`src/rtl/m68k_bus_pkg.sv`:
```
// m68k_bus_pkg: shared constants for the 68000 bus target.
// Latency: none; this file only holds constants.
// Backpressure: none.
// Contents: synchroniser depth and the encoding of the target FSM states.
package m68k_bus_pkg;

  localparam int SYNC_DEPTH = 3;

  localparam logic [2:0] ST_IDLE      = 3'd0;
  localparam logic [2:0] ST_WAIT_DS   = 3'd1;
  localparam logic [2:0] ST_WAIT      = 3'd2;
  localparam logic [2:0] ST_ACK       = 3'd3;
  localparam logic [2:0] ST_BERR_WAIT = 3'd4;
  localparam logic [2:0] ST_BERR_HOLD = 3'd5;
  localparam logic [2:0] ST_IGNORE    = 3'd6;

endpackage

```
`src/rtl/m68k_sync_edge.sv`:
```
// m68k_sync_edge: N-flop synchroniser with rise/fall pulses for one async bus signal.
// Latency: q follows d after N-1 c200m edges; rise/fall pulse one cycle wide, aligned with the q change.
// Backpressure: none; free-running.
// Ports: clk/rst_n (async active-low), d (async in), q (synchronised), rise/fall (single-cycle pulses).
module m68k_sync_edge #(
  parameter int   N       = 3,
  parameter logic RST_VAL = 1'b1
) (
  input  logic clk,
  input  logic rst_n,
  input  logic d,
  output logic q,
  output logic rise,
  output logic fall
);

  // stage[0] is the metastability-catching flop; stage[N-1] is a one-cycle
  // delayed copy of q used only for edge detection.
  logic [N-1:0] stage;

  always_ff @(posedge clk or negedge rst_n) begin
    if (!rst_n) stage <= {N{RST_VAL}};
    else        stage <= {stage[N-2:0], d};
  end

  assign q    = stage[N-2];
  assign fall = stage[N-1] & ~stage[N-2];
  assign rise = ~stage[N-1] & stage[N-2];

endmodule

```
`src/rtl/m68k_bus_target.sv`:
```
// m68k_bus_target: 68000 async-bus responder decoding one window onto a 2^ADDR_W x 16 register file.
// Latency: DTACK 5 c200m cycles after AS low (read) or first DS low (write), plus one M68K_CLK fall per wait state.
// Backpressure: the master is stalled by withholding DTACK; unmapped cycles end in BERR (or are ignored).
// Ports: c200m/reset_n; M68K_* bus inputs (A, AS_n, UDS_n, LDS_n, RW, RESET_n, CLK) and d_in;
//        d_out/d_oe read data, M68K_DTACK_n/M68K_BERR_n handshake, acc_cnt completed cycles, busy.
module m68k_bus_target
  import m68k_bus_pkg::*;
#(
  parameter logic [23:0] BASE_ADDR    = 24'hE80000,
  parameter int          ADDR_W       = 5,
  parameter int          WAIT_STATES  = 0,
  parameter bit          BERR_EN      = 1'b1,
  parameter int          BERR_TIMEOUT = 16
) (
  input  logic        c200m,
  input  logic        reset_n,
  input  logic        M68K_CLK,
  input  logic [23:1] M68K_A,
  input  logic        M68K_AS_n,
  input  logic        M68K_UDS_n,
  input  logic        M68K_LDS_n,
  input  logic        M68K_RW,
  input  logic        M68K_RESET_n,
  input  logic [15:0] d_in,
  output logic [15:0] d_out,
  output logic        d_oe,
  output logic        M68K_DTACK_n,
  output logic        M68K_BERR_n,
  output logic [15:0] acc_cnt,
  output logic        busy
);

  localparam logic [7:0] WS_LOAD   = 8'(WAIT_STATES);
  localparam logic [7:0] BERR_LOAD = 8'(BERR_TIMEOUT);

  // ---------------------------------------------------------------- sync
  logic clk_q, clk_rise, clk_fall;
  logic as_q, as_rise, as_fall;
  logic uds_q, uds_rise, uds_fall;
  logic lds_q, lds_rise, lds_fall;
  logic brst_q, brst_rise, brst_fall;

  // AS and bus reset come out of reset as "asserted" so that a strobe that is
  // really low across a reset is never mistaken for a fresh cycle.
  m68k_sync_edge #(.N(SYNC_DEPTH), .RST_VAL(1'b0)) u_sync_clk (
    .clk(c200m), .rst_n(reset_n), .d(M68K_CLK),
    .q(clk_q), .rise(clk_rise), .fall(clk_fall));
  m68k_sync_edge #(.N(SYNC_DEPTH), .RST_VAL(1'b0)) u_sync_as (
    .clk(c200m), .rst_n(reset_n), .d(M68K_AS_n),
    .q(as_q), .rise(as_rise), .fall(as_fall));
  m68k_sync_edge #(.N(SYNC_DEPTH), .RST_VAL(1'b1)) u_sync_uds (
    .clk(c200m), .rst_n(reset_n), .d(M68K_UDS_n),
    .q(uds_q), .rise(uds_rise), .fall(uds_fall));
  m68k_sync_edge #(.N(SYNC_DEPTH), .RST_VAL(1'b1)) u_sync_lds (
    .clk(c200m), .rst_n(reset_n), .d(M68K_LDS_n),
    .q(lds_q), .rise(lds_rise), .fall(lds_fall));
  m68k_sync_edge #(.N(SYNC_DEPTH), .RST_VAL(1'b0)) u_sync_rst (
    .clk(c200m), .rst_n(reset_n), .d(M68K_RESET_n),
    .q(brst_q), .rise(brst_rise), .fall(brst_fall));

  logic unused_sync;
  assign unused_sync = ^{clk_q, clk_rise, as_rise, as_fall, uds_rise, uds_fall,
                         lds_rise, lds_fall, brst_rise, brst_fall};

  // -------------------------------------------------------------- decode
  // Address/RW/data are sampled only once the synchronised strobes say the
  // master holds them stable, so they are used straight off the pins.
  logic hit;
  assign hit = (M68K_A[23:ADDR_W+1] == BASE_ADDR[23:ADDR_W+1]);

  // ---------------------------------------------------------------- state
  logic [2:0]        state;
  logic [7:0]        cnt;
  logic              armed;   // AS seen high in IDLE since the last cycle began
  logic              rw_l;
  logic              uds_l, lds_l;
  logic [ADDR_W-1:0] idx;
  logic [15:0]       din_l;
  logic [15:0]       mem [2**ADDR_W];

  // ACK entry: wait count exhausted, AS still low and no bus reset pending.
  logic ack_entry;
  logic mem_we;
  always_comb begin
    ack_entry = (state == ST_WAIT) && (cnt == 8'd0) && !as_q && brst_q;
    mem_we    = ack_entry && !rw_l;
  end

  assign busy = (state != ST_IDLE);

  always_ff @(posedge c200m or negedge reset_n) begin
    if (!reset_n) begin
      state        <= ST_IDLE;
      cnt          <= 8'd0;
      armed        <= 1'b0;
      rw_l         <= 1'b1;
      uds_l        <= 1'b1;
      lds_l        <= 1'b1;
      idx          <= '0;
      din_l        <= 16'h0000;
      M68K_DTACK_n <= 1'b1;
      M68K_BERR_n  <= 1'b1;
      d_oe         <= 1'b0;
      d_out        <= 16'h0000;
      acc_cnt      <= 16'h0000;
    end else if (!brst_q) begin
      // Bus reset: drop everything; AS must be seen high again before a new cycle.
      state        <= ST_IDLE;
      armed        <= 1'b0;
      M68K_DTACK_n <= 1'b1;
      M68K_BERR_n  <= 1'b1;
      d_oe         <= 1'b0;
    end else begin
      case (state)
        ST_IDLE: begin
          if (as_q) begin
            armed <= 1'b1;
          end else if (armed) begin
            armed <= 1'b0;
            rw_l  <= M68K_RW;
            idx   <= M68K_A[ADDR_W:1];
            if (hit) begin
              state <= ST_WAIT_DS;
            end else if (BERR_EN) begin
              state <= ST_BERR_WAIT;
              cnt   <= BERR_LOAD;
            end else begin
              state <= ST_IGNORE;
            end
          end
        end
        ST_WAIT_DS: begin
          if (as_q) begin
            state <= ST_IDLE;
          end else if (rw_l || !uds_q || !lds_q) begin
            uds_l <= uds_q;
            lds_l <= lds_q;
            din_l <= d_in;
            cnt   <= WS_LOAD;
            state <= ST_WAIT;
          end
        end
        ST_WAIT: begin
          if (as_q) begin
            state <= ST_IDLE;
          end else if (ack_entry) begin
            state        <= ST_ACK;
            M68K_DTACK_n <= 1'b0;
            acc_cnt      <= acc_cnt + 16'd1;
            if (rw_l) begin
              d_out <= mem[idx];
              d_oe  <= 1'b1;
            end
          end else if (clk_fall) begin
            cnt <= cnt - 8'd1;
          end
        end
        ST_ACK: begin
          if (as_q) begin
            M68K_DTACK_n <= 1'b1;
            d_oe         <= 1'b0;
            state        <= ST_IDLE;
          end
        end
        ST_BERR_WAIT: begin
          if (as_q) begin
            state <= ST_IDLE;
          end else if (cnt == 8'd0) begin
            M68K_BERR_n <= 1'b0;
            state       <= ST_BERR_HOLD;
          end else if (clk_fall) begin
            cnt <= cnt - 8'd1;
          end
        end
        ST_BERR_HOLD: begin
          if (as_q) begin
            M68K_BERR_n <= 1'b1;
            state       <= ST_IDLE;
          end
        end
        ST_IGNORE: begin
          if (as_q) state <= ST_IDLE;
        end
        default: state <= ST_IDLE;
      endcase
    end
  end

  // Register file: deliberately not reset; byte lanes follow the latched strobes.
  always_ff @(posedge c200m) begin
    if (mem_we) begin
      if (!uds_l) mem[idx][15:8] <= din_l[15:8];
      if (!lds_l) mem[idx][7:0]  <= din_l[7:0];
    end
  end

endmodule

```
`config.mk`:
```
export PLATFORM = sky130hd
export DESIGN_NAME = m68k_bus_target
export DESIGN_NICKNAME = d
export VERILOG_FILES = /design/src/rtl/m68k_bus_pkg.sv /design/src/rtl/m68k_sync_edge.sv /design/src/rtl/m68k_bus_target.sv
export SDC_FILE = /design/constraint.sdc
export NUM_CORES = 1
export LEC_CHECK = 0
export BUFFER_PORTS_ARGS = -buffer_cell sky130_fd_sc_hd__buf_4
export CAP_MARGIN = 20
export CORE_ASPECT_RATIO = 1.1
export CORE_MARGIN = 5
export CORE_UTILIZATION = 66
export DETAILED_ROUTE_END_ITERATION = 7
export PLACE_DENSITY = 0.82
export SYNTH_ARGS = -nofsm -noshare
export SYNTH_HDL_FRONTEND = slang
export SYNTH_SLANG_ARGS = --single-unit
export TNS_END_PERCENT = 30
```
`constraint.sdc`:
```
create_clock -name c200m -period 5.7 [get_ports c200m]
set_input_delay 0.57 -clock c200m [delete_from_list [all_inputs] [get_ports c200m]]
set_output_delay 0.57 -clock c200m [all_outputs]
set_load 0.1 [all_outputs]
```
==> flow_summary_export.csv, run 1 <==
group,metric,value,unit
place,gp_congestion,0.924,
power_and_ir_drop,ir_drop,0.000230,V
sta,setup_violations,0,
sta,period_minus_slack,3.45,ns
synth,async_flop_share,0.138,
route,wl_per_cell,28.8,um
sta,tightest_slew,1.02,ns
sta,tns,0,ns
layout,antenna_cells,0,
sta,slew_violations,0,
synth,yosys_register_bits,594,
global_routing,grtUsageTotal,0.280,
setup_path,arrival,3.66,ns
floorplanning,top_level_ports,83,
sta,max_freq,0.290,GHz
sta,hold_viol_final,0,
setup_path,startpoint_type,"flip-flop",
floorplanning,core,35100,sq um
synth,ys_seq_area_frac,0.744,
layout,synthToLayoutAreaGrowth,12.5,%
power_and_ir_drop,totalPowerFinal,10.4,mW
sta,period_share,0.605,
cts,post_cts_buffers,0,
route,first_pass_iters,5,
setup_path,path_class,"flip-flop to flip-flop",
setup_path,end_kind,"flip-flop",
global_routing,grt_max_degree,59,
setup_path,reg2reg_to,"mem[23][4]",
cts,cts.sink_count,594,
floorplanning,start_util,0.667,
route,drt_iter0_drc,1760,
synth,synth.net_count,1372,
setup_path,rr_startpoint,"idx[1]",
floorplanning,die_area,39400,sq um
run_status,status,"finished, final reports clean",
place,io_buffers,82,
cts,cts-buffers-inserted,55,
layout,multi_input_area,5540,sq um
route,ant_nets,0,
setup_path,reg2reg_depth,3,
global_routing,grt_pass1_vias,13000,
synth,syn_area,23400,sq um
min_path,min_path_type,"primary input to asynchronous set/reset pin",
synth,yosysWarnings,0,
place,dp.final_hpwl,34.6,mm
global_routing,overflow,0,
route,via_per_inst,6.91,
route,met1Wirelength,20.3,mm
route,drc_errors,0,
flow_run,drv_cap,0,
synth,synth_edf_count,512,
layout,register_area,17400,sq um
setup_path,rrSetupSlack,2.25,ns
synth,synthCells,1323,
cts,htree_levels,2,
synth,post_synth.cell_area_avg,17.7,sq um
layout,fill_cells,1916,
global_routing,antenna_found_initial,0,
route,vias,13100,
route,drt-total-wl,54.9,mm
synth,ys_types,66,
layout,fin_nets,1463,
synth,synth_ff_type,"edfxtp_1",
cts,cts_tree,"done",
global_routing,grt_pass1_wl,82.6,mm
layout,final_cell_mix,"512 x edfxtp_1, 151 x mux2i_1, 102 x nor2_1",
route,wl_met2,26.3,mm
sta,skew,0.0273,ns
cts,cts_buffer_depth,3,
power_and_ir_drop,p_per_area,395,nW/um^2
power_and_ir_drop,p_leak,9.06,nW
route,highest_layer,"met4",
route,dr_wl_met3,6.60,mm
setup_path,critical_path.startpoint,"idx[1]",
cts,cts_hold_buf,0,
sta,slew_headroom,0.319,
cts,cts-root-buf,"clkbuf_16",
floorplanning,fp-row-count,72,
floorplanning,die_x,190,um
setup_path,cp.required,5.91,ns
cts,clk_pin_slew,0.06,ns
layout,drive_gt1_frac,0.202,
sta,setup_ws,2.25,ns
floorplanning,fp.dieH,208,um
setup_path,path_max_fanout,47,
place,dp_slack,2.33,ns
cts,cts.repair.resized,0,
setup_path,crit_end,"mem[23][4]",
cts,clk_latency,0.59,ns
layout,final_common_cell,"edfxtp_1",
sta,rsz0062_at_grt,"false",
[cell families (layout without fill, tap and decap cells)]
kind of cell	after synthesis	after routing	synth area share
AOI/OAI and AO/OA	161	161	0.0467
xor gates and xnor gates	16	16	0.00598
adders and majority gates	3	3	0.00149
buffers and inverters	81	217	0.0196
DFF	594	594	0.744
muxes	227	227	0.126
and+or+nand+nor	241	241	0.0562
[area by class of cell]
| class | count | area share |
|---|---|---|
| flip-flops and latches | 594 | 0.662 |
| repair buffers | 106 | 0.0349 |
| well taps | 444 | 0.0211 |
| clock buffers | 68 | 0.0564 |
| inverters | 9 | 0.00128 |
| clock inverters | 34 | 0.0146 |
| multi-input cells | 648 | 0.210 |
[flip-flops by register name, summed over array words and instances, names as in the netlist]
name              flops
M68K_BERR_n           1
M68K_DTACK_n          1
acc_cnt              16
armed                 1
cnt                   8
d_oe                  1
d_out                16
din_l                16
idx                   5
lds_l                 1
mem                 512
rw_l                  1
state                 3
u_sync_as.stage       2
u_sync_clk.stage      3
u_sync_lds.stage      2
u_sync_rst.stage      2
u_sync_uds.stage      2
uds_l                 1
[worst min-delay path by stage]
stage                     endpoint  cells past startpoint
2_1_floorplan           acc_cnt[0]                      0
3_3_place_gp   u_sync_clk.stage[1]                      0
3_5_place_dp   u_sync_rst.stage[1]                      0
4_1_cts                   din_l[0]                      1
5_1_grt                   din_l[0]                      1
6_report                  din_l[0]                      1
[per-stage QoR]
stage	hold slack, ns	utilization	instance area, sq um	instances
6_report	0.0185	0.750	26400	1903
2_1_floorplan	0.274	-	23400	1323
3_3_place_gp	0.332	0.693	24400	1796
4_1_cts	0.0236	0.748	26300	1900
5_1_grt	0.0462	0.750	26400	1903
3_5_place_dp	0.342	0.695	24400	1798
[synthesized netlist by cell type, drive strengths merged (16+ instances only)]
library cell	n	area [sq um]
mux2	25	289
or4	17	128
nor2	103	389
mux2i	151	1510
a31oi	17	106
a221oi	18	158
mux4	51	1150
a21oi	16	83.8
nand2	29	109
dfrtp	73	1830
buf	57	369
o22ai	68	425
edfxtp	512	15400
[routing by layer]
metal  GRT usage  vias up
met5           0        -
met4      0.0793        0
met3      0.0577      125
met2       0.441     1002
met1       0.410     6527
li1            -     5487
[critical path: stages, from the launching register on]
cell	delay, ns
dfrtp_4	0.96
buf_4	0.61
nand3_1	0.66
nor2_1	0.83
[power breakdown]
group	internal, mW	switching [mW]	total [mW]
clock	2.22	1.56	3.78
combinational	0.621	0.956	1.58
sequential	4.89	0.168	5.05
Power figures use the tool's default switching activity.
==> run 2, diff against run 1 <==
CORE_UTILIZATION = 61   (was 66)
PLACE_DENSITY = 0.77   (was 0.82)
clock period = 3.52 ns   (was 5.7 ns; I/O delays follow)
==> run 2 against run 1 <==
Cell count rose by 8.5%. Via count is 2.2% higher. Non-clock buffer count is 105 higher. Routed wire length is 4.0% higher. Fmax rose by 6.2%. Largest power group unchanged.
==> flow_summary_export.csv, run 2 (synthesis results as in run 1) <==
group,metric,value,unit
setup_path,path_class,"flip-flop to flip-flop",
floorplanning,die_x,197,um
sta,period_share,0.923,
setup_path,critical_path.startpoint,"cnt[0]",
layout,register_area,17400,sq um
layout,final_cell_mix,"512 x edfxtp_1, 183 x buf_4, 151 x mux2i_1",
global_routing,grt_max_degree,70,
sta,rsz0062_at_grt,"false",
sta,period_minus_slack,3.25,ns
sta,slew_headroom,0.279,
sta,tns,0,ns
layout,stdcell_count,2065,
cts,cts_hold_buf,16,
cts,cts-buffers-inserted,54,
global_routing,grt_pass1_vias,13300,
cts,clk_pin_slew,0.06,ns
layout,fill_cells,2283,
sta,holdWs,0.0204,ns
route,via_per_inst,6.50,
sta,slew_violations,0,
place,dp.final_hpwl,36.8,mm
layout,synthToLayoutAreaGrowth,17.1,%
sta,setup_violations,0,
cts,clk_latency,0.59,ns
setup_path,slowest_stage,"nor2_1",
cts,cts_buffer_depth,3,
setup_path,end_kind,"flip-flop",
min_path,min_path_type,"primary input to flip-flop",
setup_path,rr_startpoint,"cnt[0]",
power_and_ir_drop,totalPowerFinal,17.2,mW
global_routing,grtUsageTotal,0.267,
cts,cts.repair.resized,0,
setup_path,slowest_delay,0.80,ns
cts,cts-root-buf,"clkbuf_16",
route,wl_per_cell,27.6,um
sta,skew,0.0244,ns
floorplanning,core,38100,sq um
layout,multi_input_area,5540,sq um
route,ant_nets,0,
sta,hold_viol_final,0,
cts,cts_tree,"done",
setup_path,crit_chain,"inv_1 > ha_1 > nor3b_2 > and4_1 > and2_1 > nand3_1 > nor2_1",
run_status,status,"finished, final reports clean",
sta,tightest_slew,1.08,ns
cts,post_cts_buffers,0,
floorplanning,fp-row-count,75,
cts,cts.sink_count,594,
power_and_ir_drop,ir_drop,0.000400,V
global_routing,grt_pass1_wl,84.5,mm
place,dp.cells,1938,
floorplanning,start_util,0.615,
floorplanning,top_level_ports,83,
setup_path,path_max_fanout,8,
min_path,min_from,"d_in[12]",
power_and_ir_drop,p_leak,9.70,nW
route,vias,13400,
route,first_pass_iters,6,
layout,fin_nets,1567,
global_routing,overflow,0,
layout,final_common_cell,"edfxtp_1",
place,gp_congestion,0.919,
route,drt-total-wl,57.0,mm
setup_path,startpoint_type,"flip-flop",
floorplanning,die_area,42400,sq um
place,io_buffers,82,
floorplanning,fp.dieH,216,um
flow_run,drv_cap,0,
layout,drive_gt1_frac,0.250,
setup_path,cp.required,3.72,ns
sta,max_freq,0.308,GHz
power_and_ir_drop,p_per_area,628,nW/um^2
route,drc_errors,0,
layout,top_register,"mem",
setup_path,arrival,3.45,ns
layout,largest_reg_flops,512,
cts,htree_levels,2,
global_routing,antenna_found_initial,1,
route,drt_iter0_drc,1749,
==> run 2: cell types whose count changed in the layout (fill, tap and decap cells not counted) <==
cell	delta
buf_4	+84
dlygate4sd3_1	+16
clkinv_1	-9
clkinv_2	+6
clkinvlp_4	-5
buf_16	+3
bufinv_16	+3
clkbuf_8	+3
buf_12	+1
buf_8	+1
clkbuf_1	+1
clkinv_4	+1
diode_2	+1
==> run 2: cell type report <==
type / count / share of cell area
flip-flops and latches: 594 / 0.636
inverters: 9 / 0.00123
repair buffers: 211 / 0.0666
diodes: 1 / 0.0000912
clock inverters: 30 / 0.0161
clock buffers: 72 / 0.0558
multi-input cells: 648 / 0.202
well taps: 500 / 0.0228
==> run 2: path summary, 6_finish.rpt <==
kind                                             to  slack (ns)  cells after the start
worst max-delay path                      mem[3][9]        0.27                      7
worst min-delay path                      din_l[12]        0.02                      2
worst max register to register            mem[3][9]        0.27                      7
worst min register to register  u_sync_clk.stage[1]        0.34                      0
max in group asynchronous               acc_cnt[15]        2.24                      3
min in group asynchronous                  din_l[4]        0.46                      2
==> run 2: metrics by stage <==
step / utilization / instance area [sq um] / setup slack, ns
floorplan: - / 23400 / 1.11
global placement: 0.658 / 25100 / 0.324
detailed placement: 0.659 / 25100 / 0.342
CTS: 0.715 / 27200 / 0.334
global route: 0.720 / 27400 / 0.161
finish: 0.720 / 27400 / 0.271
==> run 2: per-layer routing <==
layer | global-route usage | share of wire
met4 | 0.0779 | 0.031
met1 | 0.385 | 0.38
met2 | 0.411 | 0.47
met5 | 0 | 0
met3 | 0.0686 | 0.12
==> run 2: power by group <==
| part | total [mW] | switching, mW | internal [mW] |
|---|---|---|---|
| registers | 8.18 | 0.270 | 7.91 |
| clock network | 6.40 | 2.52 | 3.87 |
| logic | 2.67 | 1.54 | 1.13 |
| total | 17.2 | 4.33 | 12.9 |
==> run 2: critical path, delay by kind of cell (launching register included) <==
family / cells / cell delay, ns
fa+ha+maj: 1 / 0.18
buf+inv: 1 / 0.07
flops: 1 / 0.42
simple gates: 5 / 2.21
==> run 3, diff against run 2 <==
--- a/config.mk
+++ b/config.mk
@@ -13,2 +13,3 @@
 export DETAILED_ROUTE_END_ITERATION = 7
+export MAX_ROUTING_LAYER = met4
 export PLACE_DENSITY = 0.77
==> constraint.sdc (replaced) <==
create_clock -name c200m -period 3.52 [get_ports c200m]
set_input_delay 0.528 -clock c200m [delete_from_list [all_inputs] [get_ports c200m]]
set_output_delay 0.528 -clock c200m [all_outputs]
set_load 0.1 [all_outputs]
==> run 3 against run 2 <==
Fmax fell by 3.0%. Register-to-register slack worse by 0.10 ns. Hold slack improved by 0.037 ns. Power shrank 2.8%. Sequential share of layout area rose by 0.84 points. Clock power fell by 8.0%. Count of clock-buffer cells in the layout up 6. Non-clock buffer count shrank 16. Critical path depth did not move.
==> flow_summary_export.csv, run 3 (synthesis results as in run 1) <==
group,metric,value,unit
global_routing,antenna_found_initial,1,
sta,max_freq,0.298,GHz
sta,tns,0,ns
place,io_buffers,82,
route,via_per_inst,6.55,
route,drt_iter0_drc,1831,
floorplanning,core,38100,sq um
layout,largest_reg_flops,512,
layout,fin_nets,1551,
sta,period_share,0.952,
cts,clk_latency,0.59,ns
floorplanning,fp.dieH,216,um
power_and_ir_drop,p_switching,4.36,mW
power_and_ir_drop,p_sw_frac,0.260,
route,drt-total-wl,57.0,mm
setup_path,rr_startpoint,"cnt[0]",
power_and_ir_drop,p_per_area,619,nW/um^2
cts,cts_buffer_depth,3,
route,vias,13400,
sta,holdWs,0.0578,ns
layout,drive_gt1_frac,0.245,
sta,slew_violations,0,
power_and_ir_drop,power_frac_comb,0.161,
route,wl_per_cell,27.8,um
setup_path,end_kind,"flip-flop",
layout,stdcell_count,2049,
floorplanning,die_area,42400,sq um
cts,cts.sink_count,594,
power_and_ir_drop,p_seq_frac,0.488,
run_status,status,"finished, final reports clean",
global_routing,grtUsageTotal,0.276,
cts,post_cts_buffers,0,
route,drc_errors,0,
setup_path,crit_chain,"inv_1 > ha_1 > nor3b_2 > and4_1 > and2_1 > nand3_1 > nor2_1",
setup_path,arrival,3.55,ns
setup_path,cp_top_family,"simple AND/OR/NAND/NOR gates",
cts,clk_pin_slew,0.06,ns
power_and_ir_drop,totalPowerFinal,16.8,mW
layout,final_cell_mix,"512 x edfxtp_1, 183 x buf_4, 151 x mux2i_1",
cts,cts-root-buf,"clkbuf_16",
power_and_ir_drop,p_leak,9.53,nW
cts,cts_tree,"done",
setup_path,cp.required,3.72,ns
setup_path,path_class,"flip-flop to flip-flop",
floorplanning,start_util,0.615,
floorplanning,fp-row-count,75,
layout,synthToLayoutAreaGrowth,15.6,%
sta,slew_headroom,0.285,
sta,hold_viol_final,0,
sta,rsz0062_at_grt,"false",
sta,skew,0.0245,ns
power_and_ir_drop,ir_drop,0.000367,V
power_and_ir_drop,clkPwrFrac,0.351,
setup_path,startpoint_type,"flip-flop",
layout,final_common_cell,"edfxtp_1",
global_routing,grt_max_degree,47,
global_routing,grt_pass1_vias,13400,
setup_path,slowest_stage,"nor2_1",
place,dp.final_hpwl,37.1,mm
setup_path,cp_num_buf_inv,1,
route,first_pass_iters,6,
min_path,min_from,"M68K_AS_n",
power_and_ir_drop,p_int,12.4,mW
setup_path,critical_path.startpoint,"cnt[0]",
flow_run,drv_cap,0,
floorplanning,top_level_ports,83,
place,gp_congestion,0.930,
route,ant_nets,0,
layout,top_register,"mem",
cts,cts-buffers-inserted,54,
layout,postLayoutCoreUtil,0.711,
setup_path,path_max_fanout,8,
sta,setup_violations,0,
floorplanning,die_x,197,um
sta,tightest_slew,1.07,ns
sta,period_minus_slack,3.35,ns
place,dp.cells,1941,
setup_path,slowest_delay,0.73,ns
cts,htree_levels,2,
global_routing,grt_pass1_wl,85.0,mm
global_routing,overflow,0,
min_path,min_path_type,"primary input to flip-flop",
run 3: layer usage:
layer	wire, um	GRT usage	vias up
met5	0	-	-
met4	2100	0.0837	0
met3	6400	0.0657	165
met2	26800	0.418	890
met1	21800	0.382	6701
li1	-	-	5665
run 3: power groups by stage:
stage / sequential (mW) / clock [mW] / combinational (mW)
final: 8.18 / 5.89 / 2.70
after floorplan: 8.25 / 0 / 1.70
after detailed placement: 8.38 / 0 / 2.54
after global routing: 8.20 / 6.24 / 2.81
after global placement: 8.40 / 0 / 2.43
after CTS: 8.23 / 5.93 / 2.56
run 3: layout make-up:
class / count / area (sq um)
antenna: 1 / 2.50
inverter: 9 / 33.8
multi-input combinational: 648 / 5540
fill: 2349 / 11000
clock buffer: 78 / 1570
tap: 500 / 626
timing repair buffer: 195 / 1660
sequential: 594 / 17400
clock inverter: 24 / 223
run 3: timing repair:
action,in CTS,in global routing
setup endpoints to repair,0,0
gates resized for setup,0,0
hold endpoints to repair,12,0
hold buffers,1,0
run 3: worst paths after layout:
| kind | end | slack, ns | depth (start not counted) |
|---|---|---|---|
| worst max-delay path | mem[3][8] | 0.17 | 7 |
| min in group asynchronous | din_l[5] | 0.53 | 2 |
| worst max register to register | mem[3][8] | 0.17 | 7 |
| worst min register to register | u_sync_as.stage[1] | 0.35 | 0 |
| worst min-delay path | u_sync_as.stage[0] | 0.06 | 1 |
| max in group asynchronous | M68K_BERR_n | 2.16 | 3 |
run 3: worst reg2reg max path, cell delays in order (launching register included):
cell	delay [ns]
dfrtp_1	0.41
inv_1	0.07
ha_1	0.18
nor3b_2	0.48
and4_1	0.38
and2_1	0.25
nand3_1	0.48
nor2_1	0.73
run 3: through the flow:
step | worst slack, ns | area, sq um
2_1_floorplan | 1.11 | 23400
3_3_place_gp | 0.282 | 25100
3_5_place_dp | 0.216 | 25200
4_1_cts | 0.220 | 27000
5_1_grt | 0.0282 | 27100
6_report | 0.169 | 27100
